===== config.mk =====
export PLATFORM = sky130hd
export DESIGN_NAME = danger_scroller_flat
export DESIGN_NICKNAME = d
export VERILOG_FILES = /design/src/rtl/danger_scroller_if.sv /design/src/rtl/danger_scroller.sv /design/src/flat_wrapper.sv
export SDC_FILE = /design/constraint.sdc
export NUM_CORES = 1
export LEC_CHECK = 0
export ABC_CLOCK_PERIOD_IN_PS = 4600
export CELL_PAD_IN_SITES_DETAIL_PLACEMENT = 0
export CELL_PAD_IN_SITES_GLOBAL_PLACEMENT = 1
export CORE_MARGIN = 2
export CORE_UTILIZATION = 45
export DETAILED_ROUTE_END_ITERATION = 12
export GPL_TIMING_DRIVEN = 0
export PLACE_DENSITY = 0.93
export SLEW_MARGIN = 15
export SYNTH_ARGS = -nofsm -noshare
export SYNTH_HDL_FRONTEND = slang
export SYNTH_SLANG_ARGS = --single-unit
export TNS_END_PERCENT = 100

===== constraint.sdc =====
create_clock -name clk -period 4.6 [get_ports clk]
set_input_delay 1.38 -clock clk [delete_from_list [all_inputs] [get_ports clk]]
set_output_delay 1.38 -clock clk [all_outputs]
set_load 0.01 [all_outputs]

===== src/rtl/danger_scroller_if.sv =====
// Control and status bundle between the game sequencer and the danger obstacle scroller.
// The master drives the game-step strobes; the slave (the scroller) returns the obstacle state.
interface danger_scroller_if;
  logic        tick;
  logic        start;
  logic        crash;
  logic [8:0]  pos;
  logic        spawn;
  logic [15:0] pass_cnt;
  logic [3:0]  speed;
  logic        running;

  modport master (
    output tick, start, crash,
    input  pos, spawn, pass_cnt, speed, running
  );

  modport slave (
    input  tick, start, crash,
    output pos, spawn, pass_cnt, speed, running
  );
endinterface


===== src/rtl/danger_scroller.sv =====
// Obstacle motion controller: scrolls the danger sprite left, counts passes and respawns it after an LFSR gap.
// Optional speed ramp every eighth pass is enabled by defining DANGER_SPEEDUP_EN.
module danger_scroller #(
  parameter int unsigned SPAWN_X   = 346,
  parameter int unsigned SPEED     = 2,
  parameter int unsigned MAX_SPEED = 6,
  parameter int unsigned GAP_MIN   = 20,
  parameter logic [7:0]  LFSR_SEED = 8'hA5
) (
  input logic               clk,
  input logic               rst,
  danger_scroller_if.slave  bus
);

`ifdef DANGER_SPEEDUP_EN
  localparam bit SPEEDUP = 1'b1;
`else
  localparam bit SPEEDUP = 1'b0;
`endif

  localparam logic [8:0] SPAWN_POS  = 9'(SPAWN_X);
  localparam logic [3:0] BASE_SPEED = 4'(SPEED);
  localparam logic [3:0] TOP_SPEED  = 4'(MAX_SPEED);
  localparam logic [6:0] GAP_BASE   = 7'(GAP_MIN);

  typedef enum logic [1:0] {
    IDLE,
    MOVE,
    GAP,
    HALT
  } state_t;

  state_t      state;
  logic [8:0]  pos_q;
  logic        spawn_q;
  logic [15:0] pass_cnt_q;
  logic [3:0]  speed_q;
  logic        running_q;
  logic [7:0]  lfsr;
  logic [6:0]  gap_cnt;

  logic [7:0]  lfsr_next;
  logic        pass_sat;
  logic [15:0] pass_inc;
  logic [3:0]  speed_after_pass;

  assign lfsr_next = {lfsr[6:0], lfsr[7] ^ lfsr[5] ^ lfsr[4] ^ lfsr[3]};
  assign pass_sat  = (pass_cnt_q == 16'hFFFF);
  assign pass_inc  = pass_sat ? pass_cnt_q : pass_cnt_q + 16'd1;

  // Ramp only on a real increment landing on a multiple of eight; folds to a plain hold when disabled.
  assign speed_after_pass = (SPEEDUP && !pass_sat && (pass_inc[2:0] == 3'd0) && (speed_q < TOP_SPEED))
                            ? speed_q + 4'd1 : speed_q;

  always_ff @(posedge clk or posedge rst) begin
    if (rst) begin
      state      <= IDLE;
      pos_q      <= 9'd0;
      spawn_q    <= 1'b0;
      pass_cnt_q <= 16'd0;
      speed_q    <= BASE_SPEED;
      running_q  <= 1'b0;
      lfsr       <= LFSR_SEED;
      gap_cnt    <= 7'd0;
    end else begin
      spawn_q <= 1'b0;
      if (bus.crash) begin
        if (state == MOVE || state == GAP) begin
          state     <= HALT;
          running_q <= 1'b0;
        end
      end else if (bus.start) begin
        if (state == IDLE || state == HALT) begin
          state      <= MOVE;
          pos_q      <= SPAWN_POS;
          spawn_q    <= 1'b1;
          pass_cnt_q <= 16'd0;
          speed_q    <= BASE_SPEED;
          running_q  <= 1'b1;
        end
      end else if (bus.tick && running_q) begin
        lfsr <= lfsr_next;
        if (state == MOVE) begin
          // Compare before subtracting so the 9-bit position never wraps.
          if (pos_q > {5'd0, speed_q}) begin
            pos_q <= pos_q - {5'd0, speed_q};
          end else begin
            pos_q      <= 9'd0;
            pass_cnt_q <= pass_inc;
            speed_q    <= speed_after_pass;
            gap_cnt    <= GAP_BASE + {1'b0, lfsr[5:0]};
            state      <= GAP;
          end
        end else if (state == GAP) begin
          if (gap_cnt == 7'd0) begin
            state   <= MOVE;
            pos_q   <= SPAWN_POS;
            spawn_q <= 1'b1;
          end else begin
            gap_cnt <= gap_cnt - 7'd1;
          end
        end
      end
    end
  end

  assign bus.pos      = pos_q;
  assign bus.spawn    = spawn_q;
  assign bus.pass_cnt = pass_cnt_q;
  assign bus.speed    = speed_q;
  assign bus.running  = running_q;

endmodule


===== src/flat_wrapper.sv =====
// flat-port wrapper written by rule: the top's interface ports become plain ports
module danger_scroller_flat 
#(
  parameter int unsigned SPAWN_X   = 346,
  parameter int unsigned SPEED     = 2,
  parameter int unsigned MAX_SPEED = 6,
  parameter int unsigned GAP_MIN   = 20,
  parameter logic [7:0]  LFSR_SEED = 8'hA5
)
  (clk, rst, bus_tick, bus_start, bus_crash, bus_pos, bus_spawn, bus_pass_cnt, bus_speed, bus_running);
  danger_scroller_if bus_i ();
  input logic clk;
  input logic rst;
  input wire logic [$bits(bus_i.tick)-1:0] bus_tick;
  input wire logic [$bits(bus_i.start)-1:0] bus_start;
  input wire logic [$bits(bus_i.crash)-1:0] bus_crash;
  output wire logic [$bits(bus_i.pos)-1:0] bus_pos;
  output wire logic [$bits(bus_i.spawn)-1:0] bus_spawn;
  output wire logic [$bits(bus_i.pass_cnt)-1:0] bus_pass_cnt;
  output wire logic [$bits(bus_i.speed)-1:0] bus_speed;
  output wire logic [$bits(bus_i.running)-1:0] bus_running;
  assign bus_i.tick = bus_tick;
  assign bus_i.start = bus_start;
  assign bus_i.crash = bus_crash;
  assign bus_pos = bus_i.pos;
  assign bus_spawn = bus_i.spawn;
  assign bus_pass_cnt = bus_i.pass_cnt;
  assign bus_speed = bus_i.speed;
  assign bus_running = bus_i.running;
  danger_scroller #(.SPAWN_X(SPAWN_X), .SPEED(SPEED), .MAX_SPEED(MAX_SPEED), .GAP_MIN(GAP_MIN), .LFSR_SEED(LFSR_SEED)) u_core (.clk(clk), .rst(rst), .bus(bus_i));
endmodule

# --- Word-level counts from Yosys, hierarchy flattened ---
# Cells that the tools add are included.
totals:
  ff_bits: 44
  latch_bits: 0
  ram_bits: 0
  mem_bits_ro: 0
  input_bits: 5
  out_inout_bits: 31
  word_cells: 87
  memories: 0
op_classes:
  addsub: 4
  n_mul: 0
  n_div: 0
  magnitude_cmp: 1
  n_eq_ne: 12
  shifts: 0
  n_mux: 37
  n_bitwise: 5
  reduce_logical: 21
op_table:
  columns: ["op", "n"]
  rows:
  - ["16-bit two-way mux", 6]
  - ["9-bit two-way mux", 7]
  - ["7-bit two-way mux", 4]
  - ["2-bit two-way mux", 9]
  - ["6-bit AND reduction", 3]
  - ["16-bit by 1-bit adder with 16-bit output (second input constant)", 1]
  - ["16-bit == test (second input constant)", 1]
  - ["1-bit two-way mux", 11]
  - ["2-bit nonzero test", 5]
  - ["9-bit by 2-bit greater-than comparator with 1-bit output (second input constant)", 1]
  - ["3-bit nonzero test", 3]
  - ["9-bit by 2-bit subtractor with 9-bit output (second input constant)", 1]
  - ["4-bit nonzero test", 2]
  - ["5-bit by 6-bit adder with 7-bit output (first input constant)", 1]
  - ["7-bit logical NOT", 1]
  - ["7-bit by 1-bit subtractor with 7-bit output (second input constant)", 1]
  - ["2-bit by 1-bit inequality test with 1-bit output (second input constant)", 3]
  - ["2-bit inequality test (second input constant)", 3]
  - ["3-bit AND reduction", 2]
  - ["5-bit AND reduction", 1]
  - ["2-bit == test (second input constant)", 2]
  - ["4-bit inequality test (second input constant)", 1]
  - ["3-bit by 1-bit inequality test with 1-bit output (second input constant)", 1]
  - ["1-bit bitwise XOR", 3]
  - ["5 further kinds", 7]

# --- Depth between registers and ports, before layout ---
# Gate-level depths: netlist of the first run.
logic_depth:
  word_depth: 7
  mapped_depth: 9
  ltp_nobuf: 7

# --- Least setup slack after synthesis of the first run ---
# No wires, ideal clock.
synth_path:
  kind: "input-to-reg"
  startpoint: "in bus_start"
  endpoint: "reg u_core.pass_cnt_q[15] (netlist: u_core.bus.pass_cnt[15])"
  setup_ps: 78
  arrival_time_ps: 2784
  required_time_ps: 4522
  slack_ps: 1739
  path_stages: 5
  path_buffers: 0
  path_cell_list: "nand4b_4 > a21o_1 > or3_4 > or4_1 > a21oi_1"
synth_via:
  elab_chain_cells: 2
  elab_cells_between_ends: 7
  cone_classes: "3 x eq/ne; 1 x mux; 3 x reduce/logical"
synth_rtl:
  columns: ["item", "line", "rtl"]
  rows:
  - ["start, declared", "flat_wrapper.sv:15", "input wire logic [$bits(bus_i.start)-1:0] bus_start;"]
  - ["2-bit by 1-bit inequality test with 1-bit output (no line), or another cell as far along", null, null]
  - ["6-bit AND reduction (no line)", null, null]
  - ["end signal, assigned", "danger_scroller.sv:89", "pass_cnt_q <= pass_inc;"]
  - ["end, declared", "danger_scroller.sv:36", "logic [15:0] pass_cnt_q;"]
# Several ways; a longest one is shown, not always the timed one.
# A chain may end at the register's enable or synchronous reset.

# --- Worst setup path in the final report of the first run ---
layout_path:
  startpoint: "in bus_crash"
  endpoint: "reg u_core.pass_cnt_q[11] (netlist: u_core.bus.pass_cnt[11])"
layout_via:
  elab_chain_cells: 2
layout_rtl:
  columns: ["item", "line", "rtl"]
  rows:
  - ["start, declared", "flat_wrapper.sv:16", "input wire logic [$bits(bus_i.crash)-1:0] bus_crash;"]
  - ["1-bit NOT (no line)", null, null]
  - ["6-bit AND reduction (no line)", null, null]
# No other way between the ends.

==> results of run 1 <==
cell usage after synthesis, drive strengths merged, types with 2 or more instances:
cell    instances
nand2          40
dfrtp          39
a21oi          22
nor2           22
o21ai          22
inv            12
o31ai          10
buf             9
nand4           9
nor3            8
or4             8
ha              7
a31oi           6
clkbuf          6
nand3           6
or3             5
and2            4
dfstp           4
nand3b          4
and3            3
and4            3
nand2b          3
nor4            3
o22a            3
xnor2           3
xor2            3
a21o            2
conb            2
mux2i           2
nor2b           2
o211a           2
o211ai          2
o221a           2
or2             2
worst max path at each step:
stage	startpoint	end	slack [ns]	cells past startpoint
detailed placement	bus_crash	u_core.bus.pass_cnt[11]	1.02	6
finish	bus_crash	u_core.bus.pass_cnt[11]	1.28	6
global route	bus_crash	u_core.bus.pass_cnt[11]	1.14	6
global placement	bus_crash	u_core.bus.pass_cnt[11]	1.03	6
floorplan	bus_start	u_core.bus.pass_cnt[15]	1.74	5
CTS	bus_start	u_core.bus.pos[7]	1.31	7
per-layer routing:
layer / vias to the layer above / share of wire
met1: 1202 / 0.47
li1: 1169 / -
met5: - / 0
met3: 5 / 0.033
met2: 51 / 0.49
met4: 0 / 0.0087
flip-flops by register name, summed over array words and instances (netlist names):
register,count
u_core.bus.pass_cnt,16
u_core.bus.spawn,1
u_core.lfsr,8
u_core.bus.pos,8
u_core.gap_cnt,7
u_core.state,2
u_core.bus.running,1
worst register-to-register path, delay by kind of cell (launching register included):
kind            cells  cell delay (ns)
flops               1             0.43
simple gates        3             0.81
fa+ha+maj           1             0.29
compound gates      2             0.68
buf+inv             1             0.17
kinds of logic after synthesis:
kind of cell	share of synthesized area
simple gates	0.260
other cells	0.00286
buf+inv	0.0510
fa+ha+maj	0.0334
compound gates	0.213
flops	0.412
mux	0.00763
xor+xnor	0.0200
cell usage in the layout, fill, tap and decap left out, types with 3 or more instances in the layout:
master | Yosys | final
sky130_fd_sc_hd__nand2b_1 | 3 | 3
sky130_fd_sc_hd__a21oi_1 | 22 | 22
sky130_fd_sc_hd__xnor2_1 | 3 | 3
sky130_fd_sc_hd__dfrtp_1 | 39 | 39
sky130_fd_sc_hd__clkbuf_8 | 0 | 6
sky130_fd_sc_hd__nand2_1 | 40 | 40
sky130_fd_sc_hd__conb_1 | 2 | 5
sky130_fd_sc_hd__o31ai_1 | 10 | 10
sky130_fd_sc_hd__clkdlybuf4s50_1 | 0 | 30
sky130_fd_sc_hd__nand3_1 | 6 | 6
sky130_fd_sc_hd__and3_1 | 3 | 3
sky130_fd_sc_hd__xor2_1 | 3 | 3
sky130_fd_sc_hd__or4_1 | 8 | 8
sky130_fd_sc_hd__o22a_1 | 3 | 3
sky130_fd_sc_hd__and4_1 | 3 | 3
sky130_fd_sc_hd__dfstp_2 | 4 | 4
sky130_fd_sc_hd__o21ai_0 | 22 | 22
sky130_fd_sc_hd__clkbuf_1 | 5 | 5
sky130_fd_sc_hd__ha_1 | 7 | 7
sky130_fd_sc_hd__nor2_1 | 22 | 22
sky130_fd_sc_hd__a31oi_1 | 5 | 5
sky130_fd_sc_hd__nand3b_1 | 4 | 4
sky130_fd_sc_hd__buf_4 | 6 | 6
sky130_fd_sc_hd__or3_1 | 4 | 4
sky130_fd_sc_hd__and2_1 | 4 | 4
sky130_fd_sc_hd__nand4_1 | 8 | 8
sky130_fd_sc_hd__inv_1 | 12 | 11
sky130_fd_sc_hd__nor3_1 | 8 | 8
where the power goes:
group / internal, mW / leakage [nW] / total, mW / switching, mW
Combinational: 0.184 / 0.717 / 0.401 / 0.217
Sequential: 0.449 / 0.537 / 0.528 / 0.0794
Clock: 0.176 / 0.0612 / 0.305 / 0.130
final cells by class:
type / instances / area, sq um
Clock inverter: 2 / 35.0
Sequential cell: 43 / 1080
Tap cell: 72 / 90.1
Fill cell: 522 / 2410
Multi-Input combinational cell: 230 / 1420
Timing Repair Buffer: 31 / 320
Buffer: 15 / 88.8
Inverter: 12 / 45.0
Clock buffer: 6 / 82.6
==> results_dict.tcl, run 1 <==
set metrics [dict create \
    static_leakage_power_nw 1.32 \
    utilization 0.568 \
    antenna_cells 0 \
    design.portCount 36 \
    maxCapViolCount 0 \
    clock-skew-final_ns 0.00492 \
    cpMaxStageDelayCell "sky130_fd_sc_hd__a21oi_1" \
    max_freq_ghz 0.301 \
    cts.path.max_buffers 2 \
    groute.layer.met3.usage 0.0315 \
    clock_edge_transition_at_the_registers_on_the_reported_setup_and_hold_paths_ns 0.08 \
    post_syn_area_per_cell_sq_um 8.84 \
    synth_enable_flop_cells 0 \
    timing.hold.worst.start "u_core.lfsr[7]" \
    path_delay_family "buffers and inverters" \
    post-route-worst-setup-slack_ns 1.28 \
    fp-row-count 27 \
    final_hold_viol_count 0 \
    fin_setup_tns_ns 0 \
    setup_viol 0 \
    route.final.wire_length_microns 6290 \
    wire_per_inst_microns 15.3 \
    cts.htree.levels 2 \
    grt_usage 0.208 \
    detailed_place_hpwl_microns 4580 \
    fin_total_pwr_mw 1.23 \
    post_synth_inst_count 297 \
    fp.dieArea_sq_um 6460 \
    timing.critical_path.cells "clkdlybuf4s50_1 > clkbuf_1 > a21oi_1 > nand2_1 > or4_1 > a21oi_1" \
    grtUsageMet1 0.280 \
    clock_root_cell "sky130_fd_sc_hd__clkbuf_8" \
    core-area_sq_um 5570 \
    crit-reg2reg-capture "u_core.bus.pass_cnt[11]" \
    synthFlopType "sky130_fd_sc_hd__dfrtp_1" \
    synth.top_cell.area_share 0.372 \
    areaGrowthSynthToFinish_pct 20.5 \
    timing.critical_path.from_type "primary input" \
    timing.critical_path.to_type "flip-flop" \
    worst_skew_pair.late_latency_ns 0.29 \
    first_global_vias 2211 \
    reg2reg_setup_slack_ns 2.14 \
    final_antenna_net_count 0 \
    detailroute.via_count 2427 \
    maxSlewHeadroom 0.531 \
    post_cts.repair.setup_buffers 0 \
    final_period_minus_worst_setup_slack_ns 3.32 \
    pwr_per_cell_area_nw_per_um2 390 \
    place.detailed.instances 403 \
    syn_area_sq_um 2630 \
    synth-seq-area-share 0.412 \
    post_drt_via_cell_ratio 5.91 \
    firstDrtPassIters 5 \
    globalplace.congestion 0.845 \
    number_of_hold_buffers_added_after_cts 0 \
    synth_async_sr_flop_share 1.00 \
    dieWidth_microns 80.4 \
    cts-buffers-inserted 5 \
    timing_max_transition_violations_final 0 \
    path_class "in -> reg" \
    cts.sink_count 43 \
    status "finished clean" \
    grt-ovfl-total 0 \
    whs_path_depth 2 \
    buffer_ports.inserted 30 \
    drc 0 \
    worstHoldPathType "reg -> reg" \
    drive_gt1_frac 0.0944 \
    timing.hold.worst_endpoint "u_core.lfsr[7]" \
    reg2reg_from "u_core.state[1]" \
    critical_path.max_fanout 10 \
    top_cell_type_by_total_area_after_synthesis "sky130_fd_sc_hd__dfrtp_1" \
    instance_area_at_placement_sq_um 3050 \
    leading_post_synthesis_cells_by_cell_area "sky130_fd_sc_hd__dfrtp_1 37%, sky130_fd_sc_hd__nand2_1 5.7%, sky130_fd_sc_hd__a21oi_1 4.2%, sky130_fd_sc_hd__o21ai_0 4.2%, sky130_fd_sc_hd__dfstp_2 4.0%" \
    cts_resized 0 \
    antenna_violations_before_repair 0 \
    worst_hold_slack_ns 0.473 \
    min_period_over_period 0.722 \
    transition_time_of_the_tightest_slew_check_pin_ns 0.703 \
    initial_utilization 0.471 \
    grt_start_max_net_pins 30 \
    global_route.usage.met2 0.348 \
    synth.lib_cells_used.distinct 59 \
    synth_warnings 0 \
    ys_seq_elements 43 \
    wire_length_of_the_first_global_routing_pass_microns 10500 \
    drt_first_iter_violations 171 \
    place_ws_ns 1.02 \
    critical_path_buf_inv_count 2 \
    total_nets_final 350 \
    busiest_layer "met2" \
    worst_path_most_repeated_cell "sky130_fd_sc_hd__a21oi_1" \
    cells_on_worst_reg2reg_path 7 \
    max-vdd-ir-drop_v 0.000348 \
    tritoncts_clock_tree "yes" \
    grt_setup_unrepaired "false" \
    die_height_microns 80.4 \
    fin_area_sq_um 3160 \
    cp_slowest_stage_delay_ns 0.54 \
    final-instance-count-excl-fill 411 \
    worst-endpoint-arrival_ns 3.54 \
    worst_ep_required_time_ns 4.82 \
]
Power figures use the tool's default switching activity.
==> run 2: changes to the inputs <==
ABC_CLOCK_PERIOD_IN_PS = 3100   (was 4600)
CORE_UTILIZATION = 42   (was 45)
PLACE_DENSITY = 0.88   (was 0.93)
clock period = 3.1 ns   (was 4.6 ns; I/O delays follow)
==> run 2 against run 1 <==
Against the previous run:
- core utilization is 3.9 points lower
- hold slack better by 0.010 ns
- clock power increased by 52%
- sequential power rose by 48%
- via count shrank 3.0%
- clock skew about the same
- wire length shrank 2.9%
- flip-flop and latch count did not move
- global-route usage shrank 2.4 points
- die area is 6.8% higher
- largest cell class unchanged
- highest routed layer unchanged
==> results_dict.tcl, run 2 (synthesis gave the netlist of run 1 again) <==
set metrics [dict create \
    status "finished clean" \
    path_class "in -> reg" \
    number_of_hold_buffers_added_after_cts 0 \
    largest_reg_flops 16 \
    timing.critical_path.from_type "primary input" \
    antenna_cells 0 \
    max_freq_ghz 0.350 \
    critical_path.max_fanout 10 \
    grt_start_max_net_pins 28 \
    setup_viol 0 \
    tritoncts_clock_tree "yes" \
    maxSlewHeadroom 0.530 \
    timing_max_transition_violations_final 0 \
    most_common_library_cell_in_the_layout_ignoring_fill_and_taps "sky130_fd_sc_hd__nand2_1" \
    dieWidth_microns 83.1 \
    post_cts.repair.setup_buffers 0 \
    cts_resized 0 \
    drive_gt1_frac 0.0944 \
    firstDrtPassIters 4 \
    detailed_place_hpwl_microns 4450 \
    antenna_violations_before_repair 0 \
    min_period_over_period 0.921 \
    detailroute.via_count 2355 \
    static_leakage_power_nw 1.32 \
    final_hold_viol_count 0 \
    die_height_microns 83.1 \
    total_nets_final 350 \
    mostFrequentLayoutCells "40 x sky130_fd_sc_hd__nand2_1, 39 x sky130_fd_sc_hd__dfrtp_1, 30 x sky130_fd_sc_hd__clkdlybuf4s50_1" \
    fp.dieArea_sq_um 6900 \
    design.portCount 36 \
    post_drt_via_cell_ratio 5.69 \
    grt_usage 0.184 \
    worst_hold_slack_ns 0.484 \
    worst-endpoint-arrival_ns 3.08 \
    max-vdd-ir-drop_v 0.000378 \
    worst_skew_pair.late_latency_ns 0.30 \
    utilization 0.529 \
    cts.sink_count 43 \
    clock-skew-final_ns 0.00527 \
    clock_edge_transition_at_the_registers_on_the_reported_setup_and_hold_paths_ns 0.09 \
    drt_first_iter_violations 175 \
    timing.critical_path.to_type "flip-flop" \
    route.final.wire_length_microns 6110 \
    cts.htree.levels 2 \
    pwr_per_cell_area_nw_per_um2 579 \
    grt_setup_unrepaired "false" \
    buffer_ports.inserted 30 \
    first_global_vias 2141 \
    initial_utilization 0.438 \
    grt-ovfl-total 0 \
    fp-row-count 28 \
    worst_ep_required_time_ns 3.32 \
    globalplace.congestion 0.837 \
    core-area_sq_um 5990 \
    worstHoldPathType "reg -> reg" \
    fillCellCount 567 \
    clock_root_cell "sky130_fd_sc_hd__clkbuf_8" \
    transition_time_of_the_tightest_slew_check_pin_ns 0.699 \
    drc 0 \
    wire_length_of_the_first_global_routing_pass_microns 10600 \
    final_period_minus_worst_setup_slack_ns 2.85 \
    cts-buffers-inserted 5 \
    final_antenna_net_count 0 \
    maxCapViolCount 0 \
    areaGrowthSynthToFinish_pct 20.7 \
    wire_per_inst_microns 14.7 \
    cts.path.max_buffers 2 \
]
[run 2: cell counts in the layout (fill, tap and decap cells not counted)]
Identical to the previous run, type by type.
[run 2: metrics by stage]
step	TNS [ns]	std cells	setup slack (ns)	total power [mW]	area, sq um
after floorplan	0	300	0.689	1.19	2640
after global placement	-0.0203	405	-0.0141	1.37	3030
after detailed placement	-0.0297	406	-0.0293	1.38	3050
after CTS	0	414	0.295	1.85	3170
after global routing	0	414	0.0932	1.96	3170
final	0	414	0.246	1.83	3170
[run 2: layout make-up]
cell class                      instances  area (sq um)  share of cell area
Buffer                                 15          88.8              0.0280
Clock buffer                            6          82.6              0.0261
Clock inverter                          2          35.0              0.0111
Inverter                               12          45.0              0.0142
Multi-Input combinational cell        230          1420               0.449
Sequential cell                        43          1080               0.341
Tap cell                               75          93.8              0.0296
Timing Repair Buffer                   31           320               0.101
[run 2: power breakdown]
group	leakage [nW]	internal, mW	switching [mW]
combinational	0.717	0.272	0.316
clock	0.0612	0.261	0.203
sequential	0.537	0.666	0.115
total	1.32	1.20	0.635
[run 2: path summary, 6_finish.rpt]
check	from	endpoint	slack, ns	depth (start not counted)
min in group asynchronous	rst	u_core.bus.pass_cnt[13]	0.93	2
max in group asynchronous	rst	u_core.lfsr[2]	1.62	3
max	bus_crash	u_core.bus.pass_cnt[11]	0.25	6
min reg2reg	u_core.lfsr[7]	u_core.lfsr[7]	0.48	2
min	u_core.lfsr[7]	u_core.lfsr[7]	0.48	2
max reg2reg	u_core.state[1]	u_core.bus.pass_cnt[11]	0.65	7
[run 2: critical path, stage by stage]
cell and delay, ns:
sky130_fd_sc_hd__clkdlybuf4s50_1 0.49, sky130_fd_sc_hd__clkbuf_1 0.25, sky130_fd_sc_hd__a21oi_1 0.55, sky130_fd_sc_hd__nand2_1 0.21, sky130_fd_sc_hd__or4_1 0.51, sky130_fd_sc_hd__a21oi_1 0.15
[run 2: metal layers]
metal	up-vias	share of wire	GRT usage
met2	45	0.46	0.285
met3	4	0.036	0.0298
li1	1171	-	-
met4	0	0.0080	0.0447
met1	1135	0.49	0.270
met5	-	0	0
==> run 3: changes to the inputs <==
CTS_BUF_LIST = sky130_fd_sc_hd__clkbuf_8 sky130_fd_sc_hd__clkbuf_16   (was not set)
PLACE_DENSITY = 0.92   (was 0.88)
==> run 3 against run 2 <==
Against the previous run:
- total power fell by 7.3%
- clock skew rose by 0.0060 ns
- design area fell by 1.3%
- wire length fell by 2.3%
- sequential power barely moved
- combinational power barely moved
- highest routed layer unchanged
==> results_dict.tcl, run 3 (synthesis gave the netlist of run 1 again) <==
set metrics [dict create \
    maxSlewHeadroom 0.554 \
    fin_setup_tns_ns 0 \
    firstDrtPassIters 4 \
    post_drt_via_cell_ratio 5.70 \
    worst-endpoint-arrival_ns 3.06 \
    final_antenna_net_count 0 \
    globalplace.congestion 0.831 \
    largest_reg_flops 16 \
    grt-ovfl-total 0 \
    timing.critical_path.cells "clkdlybuf4s50_1 > clkbuf_1 > a21oi_1 > nand2_1 > or4_1 > a21oi_1" \
    fp.dieArea_sq_um 6900 \
    max-vdd-ir-drop_v 0.000463 \
    cts-buffers-inserted 5 \
    setup_viol 0 \
    cts_resized 0 \
    grt_usage 0.176 \
    worst_hold_slack_ns 0.467 \
    timing.critical_path.to_type "flip-flop" \
    tritoncts_clock_tree "yes" \
    first_global_vias 2115 \
    min_period_over_period 0.917 \
    status "finished clean" \
    number_of_hold_buffers_added_after_cts 0 \
    fillCellCount 542 \
    clock_root_cell "sky130_fd_sc_hd__clkbuf_8" \
    mostFrequentLayoutCells "40 x sky130_fd_sc_hd__nand2_1, 39 x sky130_fd_sc_hd__dfrtp_1, 30 x sky130_fd_sc_hd__clkdlybuf4s50_1" \
    max_freq_ghz 0.352 \
    timing.critical_path.from_type "primary input" \
    whs_path_depth 2 \
    wire_per_inst_microns 14.4 \
    crit_start "bus_crash" \
    timing.hold.worst.start "u_core.lfsr[7]" \
    final_hold_viol_count 0 \
    most_common_library_cell_in_the_layout_ignoring_fill_and_taps "sky130_fd_sc_hd__nand2_1" \
    worstHoldPathType "reg -> reg" \
    cells_on_worst_reg2reg_path 7 \
    route.final.wire_length_microns 5960 \
    antenna_violations_before_repair 0 \
    detailed_place_hpwl_microns 4350 \
    sequential_cell_area_sq_um 1080 \
    areaGrowthSynthToFinish_pct 19.1 \
    drc 0 \
    critical_path_buf_inv_count 2 \
    multi_input_area_sq_um 1420 \
    maxCapViolCount 0 \
    final_period_minus_worst_setup_slack_ns 2.84 \
    drt_first_iter_violations 154 \
    fin_total_pwr_mw 1.70 \
    dieWidth_microns 83.1 \
    worst_skew_pair.late_latency_ns 0.29 \
    worst_ep_required_time_ns 3.32 \
    detailroute.via_count 2354 \
    path_class "in -> reg" \
    final-instance-count-excl-fill 413 \
    cp_slowest_stage_delay_ns 0.54 \
    grt_start_max_net_pins 29 \
    die_height_microns 83.1 \
    pwr_per_cell_area_nw_per_um2 544 \
    timing_max_transition_violations_final 0 \
    fp-row-count 28 \
    path_delay_family "buffers and inverters" \
    transition_time_of_the_tightest_slew_check_pin_ns 0.664 \
    reg2reg_from "u_core.state[1]" \
    post_cts.repair.setup_buffers 0 \
    grt_setup_unrepaired "false" \
    core-area_sq_um 5990 \
    critical_path.max_fanout 10 \
    cts.htree.levels 2 \
    worst_path_most_repeated_cell "sky130_fd_sc_hd__a21oi_1" \
    total_nets_final 350 \
    initial_utilization 0.438 \
    cts.sink_count 43 \
    drive_gt1_frac 0.0858 \
    cpMaxStageDelayCell "sky130_fd_sc_hd__a21oi_1" \
    clock-skew-final_ns 0.0113 \
    place.detailed.instances 406 \
    static_leakage_power_nw 1.30 \
    wire_length_of_the_first_global_routing_pass_microns 10100 \
    cts.path.max_buffers 2 \
    design.portCount 36 \
    clock_edge_transition_at_the_registers_on_the_reported_setup_and_hold_paths_ns 0.08 \
    antenna_cells 0 \
    buffer_ports.inserted 30 \
    critical_path_cell_count 6 \
]
## run 3: cell types whose count changed in the layout (fill, tap and decap cells not counted), sizes merged
| cell | before | now |
|---|---|---|
| clkbuf | 12 | 11 |
| bufinv | 1 | 0 |
| inv | 12 | 14 |
| clkinv | 1 | 0 |
## run 3: worst paths after layout
path                                           endpoint  slack, ns
worst max register to register  u_core.bus.pass_cnt[11]       0.65
min in group asynchronous             u_core.bus.pos[4]       0.93
max in group asynchronous                u_core.lfsr[2]       1.62
worst max-delay path            u_core.bus.pass_cnt[11]       0.26
worst min register to register           u_core.lfsr[7]       0.47
worst min-delay path                     u_core.lfsr[7]       0.47
## run 3: cell type report
class | count | area share
Buffer | 15 | 0.0284
Clock inverter | 2 | 0.00240
Multi-Input combinational cell | 230 | 0.455
Inverter | 12 | 0.0144
Timing Repair Buffer | 31 | 0.102
Clock buffer | 5 | 0.0220
Tap cell | 75 | 0.0300
Sequential cell | 43 | 0.346
## run 3: stage by stage
step / utilization / setup WS, ns / area, sq um
finish: 0.522 / 0.258 / 3130
global route: 0.522 / 0.118 / 3130
CTS: 0.522 / 0.282 / 3130
detailed placement: 0.509 / -0.0342 / 3050
global placement: 0.506 / -0.0159 / 3030
floorplan: - / 0.689 / 2640
## run 3: worst min-delay path: stages, from the launching register on
cell	delay, ns
sky130_fd_sc_hd__dfstp_2	0.38
sky130_fd_sc_hd__nand2_1	0.05
sky130_fd_sc_hd__nand2_1	0.05
## run 3: routing by layer
layer | global-route usage | part of all wire
met4 | 0.0402 | 0.0094
met5 | 0 | 0
met2 | 0.276 | 0.45
met1 | 0.255 | 0.49
met3 | 0.0308 | 0.050
## run 3: report_power, final
part | internal, mW | switching (mW)
Sequential | 0.666 | 0.115
Clock | 0.149 | 0.182
Combinational | 0.272 | 0.317
